--- src/rtl/pong_pkg.sv ---
// Shared types and widths for the pong match sequencer and its helpers.
package pong_pkg;

  localparam int SCORE_W = 3;
  localparam int LEVEL_W = 3;

  // Encoding doubles as the status-display code on state_o.
  typedef enum logic [2:0] {
    ST_IDLE        = 3'd0,
    ST_SERVE_WAIT  = 3'd1,
    ST_RALLY       = 3'd2,
    ST_POINT_PAUSE = 3'd3,
    ST_PAUSED      = 3'd4,
    ST_WIN_HOLD    = 3'd5,
    ST_GAME_OVER   = 3'd6
  } match_state_t;

  typedef enum logic [1:0] {
    WIN_NONE = 2'b00,
    WIN_P1   = 2'b01,
    WIN_P2   = 2'b10
  } winner_t;

  // Down-counter width able to hold the larger of the two reload values.
  function automatic int timerWidth(input int a, input int b);
    int m;
    m = (a > b) ? a : b;
    return (m > 1) ? $clog2(m) : 1;
  endfunction

endpackage

--- src/rtl/pong_tick_timer.sv ---
// Loadable down-counter shared by the serve and win-hold delays; done while at zero.
module pong_tick_timer #(
  parameter int W = 8
) (
  input  logic         clk,
  input  logic         reset,
  input  logic         load_i,
  input  logic [W-1:0] load_value_i,
  input  logic         enable_i,
  output logic         done_o
);

  logic [W-1:0] count_q, count_d;

  // A load always wins; otherwise count down and rest at zero.
  always_comb begin
    count_d = count_q;
    if (load_i) begin
      count_d = load_value_i;
    end else if (enable_i && (count_q != '0)) begin
      count_d = count_q - W'(1);
    end
  end

  always_ff @(posedge clk or negedge reset) begin
    if (!reset) begin
      count_q <= '0;
    end else begin
      count_q <= count_d;
    end
  end

  assign done_o = (count_q == '0);

endmodule

--- src/rtl/pong_match_sequencer.sv ---
// Match-level FSM: serve/rally/pause sequencing, scores, level progression and winner.
module pong_match_sequencer
  import pong_pkg::*;
#(
  parameter int WIN_SCORE      = 7,
  parameter int MAX_LEVEL      = 7,
  parameter int SERVE_TICKS    = 25000000,
  parameter int WIN_HOLD_TICKS = 100000000
) (
  input  logic               clk,
  input  logic               reset,
  input  logic               start_btn,
  input  logic               pause_btn,
  input  logic               p1_point,
  input  logic               p2_point,
  output logic               game_on,
  output logic               ball_reset,
  output logic [SCORE_W-1:0] p1_score,
  output logic [SCORE_W-1:0] p2_score,
  output logic [LEVEL_W-1:0] level,
  output logic               lvl_up,
  output logic [1:0]         winner,
  output logic [2:0]         state_o
);

  localparam int TIMER_W = timerWidth(SERVE_TICKS, WIN_HOLD_TICKS);
  localparam logic [TIMER_W-1:0] SERVE_LOAD = TIMER_W'(SERVE_TICKS - 1);
  localparam logic [TIMER_W-1:0] HOLD_LOAD  = TIMER_W'(WIN_HOLD_TICKS - 1);
  localparam logic [SCORE_W-1:0] WIN_PTS    = SCORE_W'(WIN_SCORE);
  localparam logic [LEVEL_W-1:0] LAST_LEVEL = LEVEL_W'(MAX_LEVEL);

  match_state_t       state_q, state_d, saved_q, saved_d;
  winner_t            winner_q, winner_d;
  logic [SCORE_W-1:0] p1_q, p1_d, p2_q, p2_d, p1_inc, p2_inc;
  logic [LEVEL_W-1:0] level_q, level_d;
  logic               lvl_up_q, lvl_up_d, game_on_q, ball_reset_q;
  logic               timer_load, timer_done;
  logic [TIMER_W-1:0] timer_value;

  assign p1_inc = (p1_q == WIN_PTS) ? p1_q : p1_q + SCORE_W'(1);
  assign p2_inc = (p2_q == WIN_PTS) ? p2_q : p2_q + SCORE_W'(1);

  pong_tick_timer #(.W(TIMER_W)) u_timer (
    .clk          (clk),
    .reset        (reset),
    .load_i       (timer_load),
    .load_value_i (timer_value),
    .enable_i     (state_q != ST_PAUSED),
    .done_o       (timer_done)
  );

  // Next-state logic; a point in RALLY takes precedence over a same-cycle pause.
  always_comb begin
    state_d     = state_q;
    saved_d     = saved_q;
    winner_d    = winner_q;
    p1_d        = p1_q;
    p2_d        = p2_q;
    level_d     = level_q;
    lvl_up_d    = 1'b0;
    timer_load  = 1'b0;
    timer_value = SERVE_LOAD;
    case (state_q)
      ST_IDLE, ST_GAME_OVER: begin
        if (start_btn) begin
          state_d    = ST_SERVE_WAIT;
          p1_d       = '0;
          p2_d       = '0;
          level_d    = LEVEL_W'(1);
          winner_d   = WIN_NONE;
          timer_load = 1'b1;
        end
      end
      ST_SERVE_WAIT, ST_POINT_PAUSE: begin
        if (pause_btn) begin
          saved_d = state_q;
          state_d = ST_PAUSED;
        end else if (timer_done) begin
          state_d = ST_RALLY;
        end
      end
      ST_RALLY: begin
        if (p1_point && p2_point) begin
          state_d    = ST_POINT_PAUSE;
          timer_load = 1'b1;
        end else if (p1_point || p2_point) begin
          p1_d       = p1_point ? p1_inc : p1_q;
          p2_d       = p2_point ? p2_inc : p2_q;
          timer_load = 1'b1;
          if ((p1_point ? p1_inc : p2_inc) == WIN_PTS) begin
            state_d     = ST_WIN_HOLD;
            winner_d    = p1_point ? WIN_P1 : WIN_P2;
            timer_value = HOLD_LOAD;
          end else begin
            state_d = ST_POINT_PAUSE;
          end
        end else if (pause_btn) begin
          saved_d = ST_RALLY;
          state_d = ST_PAUSED;
        end
      end
      ST_PAUSED: begin
        if (pause_btn) begin
          state_d = saved_q;
        end
      end
      ST_WIN_HOLD: begin
        if (timer_done) begin
          if (level_q < LAST_LEVEL) begin
            state_d    = ST_SERVE_WAIT;
            lvl_up_d   = 1'b1;
            level_d    = level_q + LEVEL_W'(1);
            p1_d       = '0;
            p2_d       = '0;
            winner_d   = WIN_NONE;
            timer_load = 1'b1;
          end else begin
            state_d = ST_GAME_OVER;
          end
        end
      end
      default: state_d = ST_IDLE;
    endcase
  end

  // Motion-control outputs are registered from the next state so they track state_o.
  always_ff @(posedge clk or negedge reset) begin
    if (!reset) begin
      state_q      <= ST_IDLE;
      saved_q      <= ST_SERVE_WAIT;
      winner_q     <= WIN_NONE;
      p1_q         <= '0;
      p2_q         <= '0;
      level_q      <= LEVEL_W'(1);
      lvl_up_q     <= 1'b0;
      game_on_q    <= 1'b0;
      ball_reset_q <= 1'b1;
    end else begin
      state_q      <= state_d;
      saved_q      <= saved_d;
      winner_q     <= winner_d;
      p1_q         <= p1_d;
      p2_q         <= p2_d;
      level_q      <= level_d;
      lvl_up_q     <= lvl_up_d;
      game_on_q    <= (state_d == ST_RALLY);
      ball_reset_q <= !((state_d == ST_RALLY) || (state_d == ST_PAUSED));
    end
  end

  assign game_on    = game_on_q;
  assign ball_reset = ball_reset_q;
  assign p1_score   = p1_q;
  assign p2_score   = p2_q;
  assign level      = level_q;
  assign lvl_up     = lvl_up_q;
  assign winner     = winner_q;
  assign state_o    = state_q;

endmodule

--- config.mk ---
export PLATFORM = sky130hd
export DESIGN_NAME = pong_match_sequencer
export DESIGN_NICKNAME = d
export VERILOG_FILES = /design/src/rtl/pong_pkg.sv /design/src/rtl/pong_tick_timer.sv /design/src/rtl/pong_match_sequencer.sv
export SDC_FILE = /design/constraint.sdc
export NUM_CORES = 1
export LEC_CHECK = 0
export ABC_AREA = 1
export ABC_CLOCK_PERIOD_IN_PS = 2300
export CORE_ASPECT_RATIO = 1.5
export CORE_UTILIZATION = 40
export DETAILED_ROUTE_END_ITERATION = 16
export SLEW_MARGIN = 20
export SYNTH_ARGS = -nofsm -noshare
export SYNTH_HDL_FRONTEND = slang
export SYNTH_SLANG_ARGS = --single-unit
--- constraint.sdc ---
create_clock -name clk -period 2.3 [get_ports clk]
set_input_delay 0.23 -clock clk [delete_from_list [all_inputs] [get_ports clk]]
set_output_delay 0.23 -clock clk [all_outputs]
set_load 0.1 [all_outputs]
==> flow_summary.toml, run 1 <==
[sta]
rsz0062_at_grt = "no"
period_share_pct = 87.1
timing.final.max_slew_violations = 0
hold_violations = 0
fin_ws_ps = 297
worst_pin_slew_ps = 592
period_needed_ps = 2000
fmax_mhz = 499
tns_ps = 0
skew_ps = 10.4
max_slew_margin_pct = 60.5
setup_viol = 0

[critical_path]
crit_top_cell = "nand2_4"
cp-end-kind = "flop"
crit_fanout = 23
crit_start = "state_o[1]"
crit_buf_inv = 3
cpMaxStageDelayCell = "dfrtp_1"
cpLargestDelayFamily = "simple AND/OR/NAND/NOR gates"
reg2reg_to = "u_timer.count_q[26]"
critPathCapture = "u_timer.count_q[26]"
crit_cells = 11
rrSetupSlack_ps = 300
crit_required_ps = 2510
cp.arrival_ps = 2210
r2r_cells = 11
slowest_delay_ps = 440
worstReg2RegStart = "state_o[1]"
critPathLaunchType = "flop"
crit_type = "reg2reg"
crit_chain = "inv_2 > nor2_2 > nand2_4 > nor2_1 > a21oi_2 > nand2_4 > inv_4 > nand2_4 > nand2_1 > inv_2 > a21oi_2"

[power]
powerDensity_nw_per_um2 = 1180
p_leak_nw = 1.73
ir_worst_vdd_uv = 887

[clock_tree]
clockBufferDepth = 2
numCtsBuffers = 5
cts_root_buf = "clkbuf_8"
cts_max_level = 2
worstSkewPairLatency_ps = 310
cts_num_sinks = 47
post_cts_buffers = 0
cts_tree = "done"
clkTransAtPathRegs_ps = 100

[yosys]
ys_types = 36
synth_top_area_cell = "dfrtp_1"
synth_edf_count = 0
synthArstFlopShare_pct = 100
syn-num-nets = 441
avgSynthCellArea_um2 = 7.16
seq_area_frac_synth_pct = 38.3
muxShareOfSynthArea_pct = 0
yosys_warnings = 0
synth_flop_cell = "dfrtp_1"
ys_seq_elements = 47
yosysTopAreaCellShare_pct = 35.8
synth_area_leaders = "dfrtp_1 (36%), nand2_1 (13%), nor2_1 (7.3%), inv_1 (6.0%), nand3_1 (5.4%)"
netlist_instances = 430
synthSimpleGateAreaFrac_pct = 36.1
synth_xor_area_share_pct = 3.70
synth_top_family_by_area = "simple AND/OR/NAND/NOR gates"
synth-adder-area-share_pct = 2.03
synth_compound_area_share_pct = 11.1
syn_area_um2 = 3080

[finish]
final_area_um2 = 3520
area_delta_synth_final_pct = 14.4
fin_cells = 561
nets = 471
drive_above_1_share_pct = 16.5
num_antenna_cells = 0

[hold_path]
hold_class = "in2async"

[placement]
dp_hpwl_mm = 5.86
place_area_um2 = 3380
detailedPlace.worstSlack_ps = 264
portBuffers = 22
placed_cells = 552
place_congestion = 0.866

[global_routing]
antenna_found_initial = 0
overflow = 0
grt_pass1_wl_mm = 13.0
grt_pass1_vias = 2813
grt_usage_pct = 21.3
grt_max_degree = 25

[routing]
vias_per_cell = 4.89
ant_nets = 0
drt-initial-drc-count = 127
routed_wl_mm = 7.54
vias = 2746
firstDrtPassIters = 4
wl_per_cell_um = 13.4
drc = 0

[floorplan]
dieArea_um2 = 8060
die_w_um = 73.6
core_region_area_um2 = 7320
rows = 38
initial_core_util_pct = 42.1
num_io_pins = 23
die_h_um = 109

[run_status]
run_status = "finished clean"

[job]
cap_violations = 0
[sequential cells by signal, indices dropped and copies added (netlist names)]
| name | cells |
|---|---|
| u_timer.count_q | 27 |
| level | 3 |
| p1_score | 3 |
| p2_score | 3 |
| saved_q | 3 |
| state_o | 3 |
| winner | 2 |
| ball_reset | 1 |
| game_on | 1 |
| lvl_up | 1 |
[cell usage after synthesis (3+ instances only)]
cell type / count
dfrtp_1: 44
inv_1: 49
a21oi_1: 9
buf_6: 3
xor2_1: 11
nor3_1: 6
nand3_1: 33
nand2_2: 5
dfstp_2: 3
nand2_1: 108
a21oi_2: 5
nor2_2: 11
inv_2: 11
nor2_1: 60
nor2_4: 3
nand4_1: 5
ha_1: 5
o21ai_0: 12
o21ai_1: 20
nand2_4: 4
[worst min path at each step]
stage               start                   to  slack, ps  cells past startpoint
finish              reset  u_timer.count_q[13]        440                      2
global route        reset  u_timer.count_q[13]        500                      2
CTS                 reset  u_timer.count_q[13]        470                      2
detailed placement  reset  u_timer.count_q[13]        280                      1
global placement    reset  u_timer.count_q[13]        270                      1
floorplan           reset              game_on        -70                      0
[per-stage QoR]
| step | hold WS [ps] | total power, mW | util [%] |
|---|---|---|---|
| detailed placement | 277 | 3.45 | 46.2 |
| finish | 445 | 4.16 | 48.1 |
| floorplan | -65.6 | 2.97 | - |
| global placement | 269 | 3.43 | 46.2 |
| CTS | 473 | 4.19 | 48.1 |
| global route | 496 | 4.48 | 48.1 |
[layer usage]
metal	vias up	part of all wire, %	track usage [%]
met5	-	0	0
met2	45	53	38.8
li1	1429	-	-
met1	1258	41	23.9
met3	14	2.7	3.57
met4	0	2.7	9.34
[cells by family after synthesis]
family,Yosys count
buffers and inverters,65
adders and majority gates,5
AOI/OAI and AO/OA,58
and+or+nand+nor,242
xor gates and xnor gates,13
DFF,47
[cell type report]
type                       instances  area [um2]
timing repair buffer              27         225
inverter                          61         231
clock inverter                     2        60.1
sequential                        47        1180
tap                              100         125
fill                             766        3800
multi-input combinational        318        1630
clock buffer                       6        72.6
[power by group]
group | internal (mW) | switching [mW] | total (mW)
sequential | 1.05 | 0.184 | 1.23
combinational | 0.595 | 1.59 | 2.19
clock | 0.435 | 0.304 | 0.739
[cells in the final DEF, fill, tap and decap left out, types with 3 or more instances in the layout]
| cell | n |
|---|---|
| a21oi_1 | 9 |
| clkdlybuf4s50_1 | 4 |
| buf_4 | 20 |
| o21ai_0 | 12 |
| xor2_1 | 11 |
| dfstp_2 | 3 |
| nand2_1 | 108 |
| nand3_1 | 33 |
| inv_1 | 49 |
| ha_1 | 5 |
| a21oi_2 | 5 |
| nand2_4 | 4 |
| dfrtp_1 | 44 |
| nor3_1 | 6 |
| inv_2 | 11 |
| o21ai_1 | 20 |
| nand2_2 | 5 |
| nor2_4 | 3 |
| nor2_2 | 11 |
| clkbuf_8 | 5 |
| nor2_1 | 60 |
| nand4_1 | 5 |
[what timing repair did]
| action | CTS | global route |
|---|---|---|
| hold buffers | 1 | 0 |
| resized for setup | 0 | 0 |
| endpoints found under the hold margin | 22 | 0 |
No activity file was read; power rests on OpenSTA's default activity.
==> run 2, diff against run 1 <==
--- a/config.mk
+++ b/config.mk
@@ -8,8 +8,9 @@
 export ABC_AREA = 1
 export ABC_CLOCK_PERIOD_IN_PS = 2300
 export CORE_ASPECT_RATIO = 1.5
-export CORE_UTILIZATION = 40
+export CORE_UTILIZATION = 50
 export DETAILED_ROUTE_END_ITERATION = 16
+export PLACE_DENSITY = 0.7
 export SLEW_MARGIN = 20
 export SYNTH_ARGS = -nofsm -noshare
 export SYNTH_HDL_FRONTEND = slang
==> flow_summary.toml, run 2 (synthesis results as in run 1) <==
[finish]
drive_above_1_share_pct = 16.5
post-route-util_pct = 58.9
ff_latch_area_um2 = 1180
top_register = "u_timer.count_q"
largest_reg_flops = 27
final_cell_mix = "nand2_1 (108), nor2_1 (60), inv_1 (49)"
multi_input_area_um2 = 1630
layout_commonest_cell = "nand2_1"
fillers = 596
nets = 471
area_delta_synth_final_pct = 12.2
num_antenna_cells = 0

[floorplan]
core_region_area_um2 = 5870
die_h_um = 98.1
rows = 34
die_w_um = 66.1
dieArea_um2 = 6480
initial_core_util_pct = 52.5
num_io_pins = 23

[power]
p_leak_nw = 1.72
ir_worst_vdd_uv = 1070
powerDensity_nw_per_um2 = 1150

[routing]
vias_per_cell = 5.28
drc = 0
firstDrtPassIters = 4
drt-initial-drc-count = 164
routed_wl_mm = 7.26
vias = 2813
wl_per_cell_um = 13.6
ant_nets = 0

[global_routing]
grt_pass1_wl_mm = 12.2
grt_max_degree = 27
overflow = 0
grt_usage_pct = 24.5
grt_pass1_vias = 2733
antenna_found_initial = 0

[sta]
tns_ps = 0
skew_ps = 5.75
fin_ws_ps = 324
period_share_pct = 85.9
max_slew_margin_pct = 64.4
rsz0062_at_grt = "no"
worst_pin_slew_ps = 534
setup_viol = 0
fmax_mhz = 506
timing.final.max_slew_violations = 0
period_needed_ps = 1980
hold_violations = 0

[clock_tree]
clockBufferDepth = 2
cts_root_buf = "clkbuf_8"
numCtsBuffers = 5
worstSkewPairLatency_ps = 310
clkTransAtPathRegs_ps = 80
cts_num_sinks = 47
post_cts_buffers = 0
ctsResizeCount = 0
holdBufCountCts = 1
cts_max_level = 2
cts_tree = "done"

[placement]
detailedPlace.worstSlack_ps = 293
dp_hpwl_mm = 5.71
portBuffers = 22
place_congestion = 0.954

[critical_path]
crit_required_ps = 2500
worstReg2RegStart = "u_timer.count_q[19]"
crit_fanout = 23
reg2reg_to = "u_timer.count_q[6]"
cp.arrival_ps = 2180
cpMaxStageDelayCell = "dfrtp_1"
crit_type = "reg2reg"
cp-end-kind = "flop"
rrSetupSlack_ps = 320
r2r_cells = 12
critPathLaunchType = "flop"
crit_chain = "inv_2 > nand2_1 > nor2_1 > nand2_1 > nor2_4 > nand3_4 > nand2_4 > inv_4 > nand2_4 > nand2_1 > nor2_1 > nor2_1"
slowest_delay_ps = 450

[run_status]
run_status = "finished clean"

[job]
cap_violations = 0

[hold_path]
hold_class = "in2async"
[run 2: cell types whose count changed in the layout (fill, tap and decap cells not counted), sizes merged]
cell / before / now
clkbuf: 6 / 8
bufinv: 2 / 0
[run 2: how the worst max path moves through the flow]
stage	from	endpoint	slack [ps]	cells past startpoint
after floorplan	p1_score[0]	winner[0]	1	13
after global placement	p2_point	u_timer.count_q[23]	320	9
after detailed placement	p2_point	u_timer.count_q[6]	290	10
after CTS	u_timer.count_q[19]	u_timer.count_q[6]	330	12
after global routing	u_timer.count_q[23]	u_timer.count_q[6]	120	12
final	u_timer.count_q[19]	u_timer.count_q[6]	320	12
[run 2: per-stage QoR]
step | power (mW) | cell area, um2 | instances | hold slack (ps)
floorplan | 2.97 | 3080 | 430 | -65.6
global route | 4.27 | 3460 | 533 | 473
finish | 3.96 | 3460 | 533 | 435
CTS | 3.99 | 3460 | 533 | 452
detailed placement | 3.43 | 3350 | 524 | 245
global placement | 3.40 | 3350 | 524 | 246
[run 2: per-layer routing]
layer	vias up	part of all wire, %	GRT usage (%)
met5	-	0	0
met4	0	2.1	9.00
met3	10	1.9	2.57
met2	36	55	46.1
met1	1340	41	27.3
li1	1427	-	-
[run 2: area by class of cell]
type                    count  area share [%]
clock buffers               8            2.90
inverters                  61            6.70
multi-input cells         318            47.1
flip-flops and latches     47            34.1
well taps                  72            2.61
repair buffers             27            6.52
[run 2: worst max-delay path, delay by kind of cell (launching register included)]
kind	cells	cell delay [ps]
buf+inv	2	160
flops	1	450
simple gates	10	1250
[run 2: power breakdown]
group	internal [mW]	switching, mW
Clock	0.275	0.281
Sequential	1.05	0.186
Combinational	0.595	1.58
Total	1.92	2.05
==> run 3, diff against run 2 <==
--- a/config.mk
+++ b/config.mk
@@ -8,10 +8,9 @@
 export ABC_AREA = 1
 export ABC_CLOCK_PERIOD_IN_PS = 2300
 export CORE_ASPECT_RATIO = 1.5
-export CORE_UTILIZATION = 50
+export CORE_UTILIZATION = 59
 export DETAILED_ROUTE_END_ITERATION = 16
-export PLACE_DENSITY = 0.7
-export SLEW_MARGIN = 20
+export PLACE_DENSITY = 0.8
 export SYNTH_ARGS = -nofsm -noshare
 export SYNTH_HDL_FRONTEND = slang
 export SYNTH_SLANG_ARGS = --single-unit
==> flow_summary.toml, run 3 (synthesis results as in run 1) <==
[global_routing]
overflow = 0
grt_pass1_vias = 2804
antenna_found_initial = 0
grt_usage_pct = 29.2
grt_pass1_wl_mm = 12.3
grt_max_degree = 26

[critical_path]
cpMaxStageDelayCell = "dfrtp_1"
cp.arrival_ps = 2210
critPathLaunchType = "flop"
crit_type = "reg2reg"
crit_fanout = 23
cp-end-kind = "flop"
crit_chain = "nor2_1 > nand2_1 > inv_2 > nand2_2 > nor2_4 > nand3_4 > nand2_4 > inv_4 > nand2_4 > nand2_1 > inv_2 > a21oi_2"
slowest_delay_ps = 440
crit_required_ps = 2480

[sta]
tns_ps = 0
period_share_pct = 88.1
hold_violations = 0
worst_pin_slew_ps = 546
max_slew_margin_pct = 63.6
period_needed_ps = 2030
timing.final.max_slew_violations = 0
skew_ps = 9.79
rsz0062_at_grt = "no"
fmax_mhz = 493
setup_viol = 0

[power]
p_sw_mw = 2.04
p_int_mw = 1.86
p_seq_share_pct = 31.5
comb_power_share_pct = 56.2
powerDensity_nw_per_um2 = 1140
swShare_pct = 52.3
ir_worst_vdd_uv = 924
power.total_mw = 3.90
pwr-share-clk_pct = 12.2
p_leak_nw = 1.70

[finish]
drive_above_1_share_pct = 15.9
final_area_um2 = 3420
num_antenna_cells = 0
area_delta_synth_final_pct = 11.1
largest_reg_flops = 27
nets = 470
final_cell_mix = "nand2_1 (108), nor2_1 (60), inv_1 (49)"
layout_commonest_cell = "nand2_1"
top_register = "u_timer.count_q"
post-route-util_pct = 69.4

[clock_tree]
cts_num_sinks = 47
cts_max_level = 2
worstSkewPairLatency_ps = 300
ctsResizeCount = 0
numCtsBuffers = 5
cts_tree = "done"
cts_root_buf = "clkbuf_8"
clockBufferDepth = 2
clkTransAtPathRegs_ps = 90

[floorplan]
dieArea_um2 = 5520
die_w_um = 61.0
die_h_um = 90.5
initial_core_util_pct = 62.5
core_region_area_um2 = 4930
num_io_pins = 23
rows = 31

[routing]
wl_per_cell_um = 13.6
vias_per_cell = 5.43
routed_wl_mm = 7.17
drt-initial-drc-count = 189
ant_nets = 0
vias = 2854
drc = 0
firstDrtPassIters = 6

[placement]
dp_hpwl_mm = 5.59
place_congestion = 0.956
place_area_um2 = 3330
portBuffers = 22

[run_status]
run_status = "finished clean"

[hold_path]
hold_class = "in2async"

[job]
cap_violations = 0
==> run 3: final timing paths <==
path / startpoint / endpoint / slack, ps / cells after the start
max in group asynchronous: reset / ball_reset / 1230 / 3
min in group clk: saved_q[0] / saved_q[0] / 480 / 2
setup reg to reg: u_timer.count_q[8] / u_timer.count_q[26] / 270 / 12
hold reg to reg: saved_q[0] / saved_q[0] / 480 / 2
setup / recovery: u_timer.count_q[8] / u_timer.count_q[26] / 270 / 12
hold / removal: reset / p2_score[1] / 460 / 2
==> run 3: power groups by stage <==
stage / sequential [mW] / clock, mW / combinational (mW)
floorplan: 1.60 / 0 / 1.37
global placement: 1.23 / 0 / 2.13
detailed placement: 1.24 / 0 / 2.17
CTS: 1.23 / 0.489 / 2.18
global route: 1.25 / 0.519 / 2.42
finish: 1.23 / 0.476 / 2.19
==> run 3: final cells by class <==
type	instances	area, um2
multi-input combinational	318	1630
fill	433	1510
sequential	47	1180
inverter	61	231
timing repair buffer	26	218
tap	66	82.6
clock buffer	8	80.1
==> run 3: stage by stage <==
stage / hold WS (ps) / setup slack (ps) / std cells
after floorplan: -65.6 / 1.02 / 430
after global placement: 243 / 281 / 517
after detailed placement: 242 / 229 / 517
after CTS: 474 / 292 / 526
after global routing: 514 / 95.3 / 526
final: 462 / 273 / 526
==> run 3: repair_timing <==
action,4_1_cts,5_1_grt
hold endpoints to repair,21,0
buffers inserted,0,0
hold buffers,1,0
==> run 3: critical path, delay by kind of cell, from the launching register on <==
kind                   cells  cell delay (ps)
AOI/OAI and AO/OA          1               60
buffers and inverters      3              230
DFF                        1              440
and+or+nand+nor            8             1190
==> run 3: layer usage <==
layer / up-vias / GRT usage (%) / routed length [um]
li1: 1430 / - / -
met1: 1318 / 34.4 / 2880
met2: 84 / 51.2 / 3830
met3: 22 / 4.15 / 254
met4: 0 / 11.2 / 197
met5: - / 0 / 0
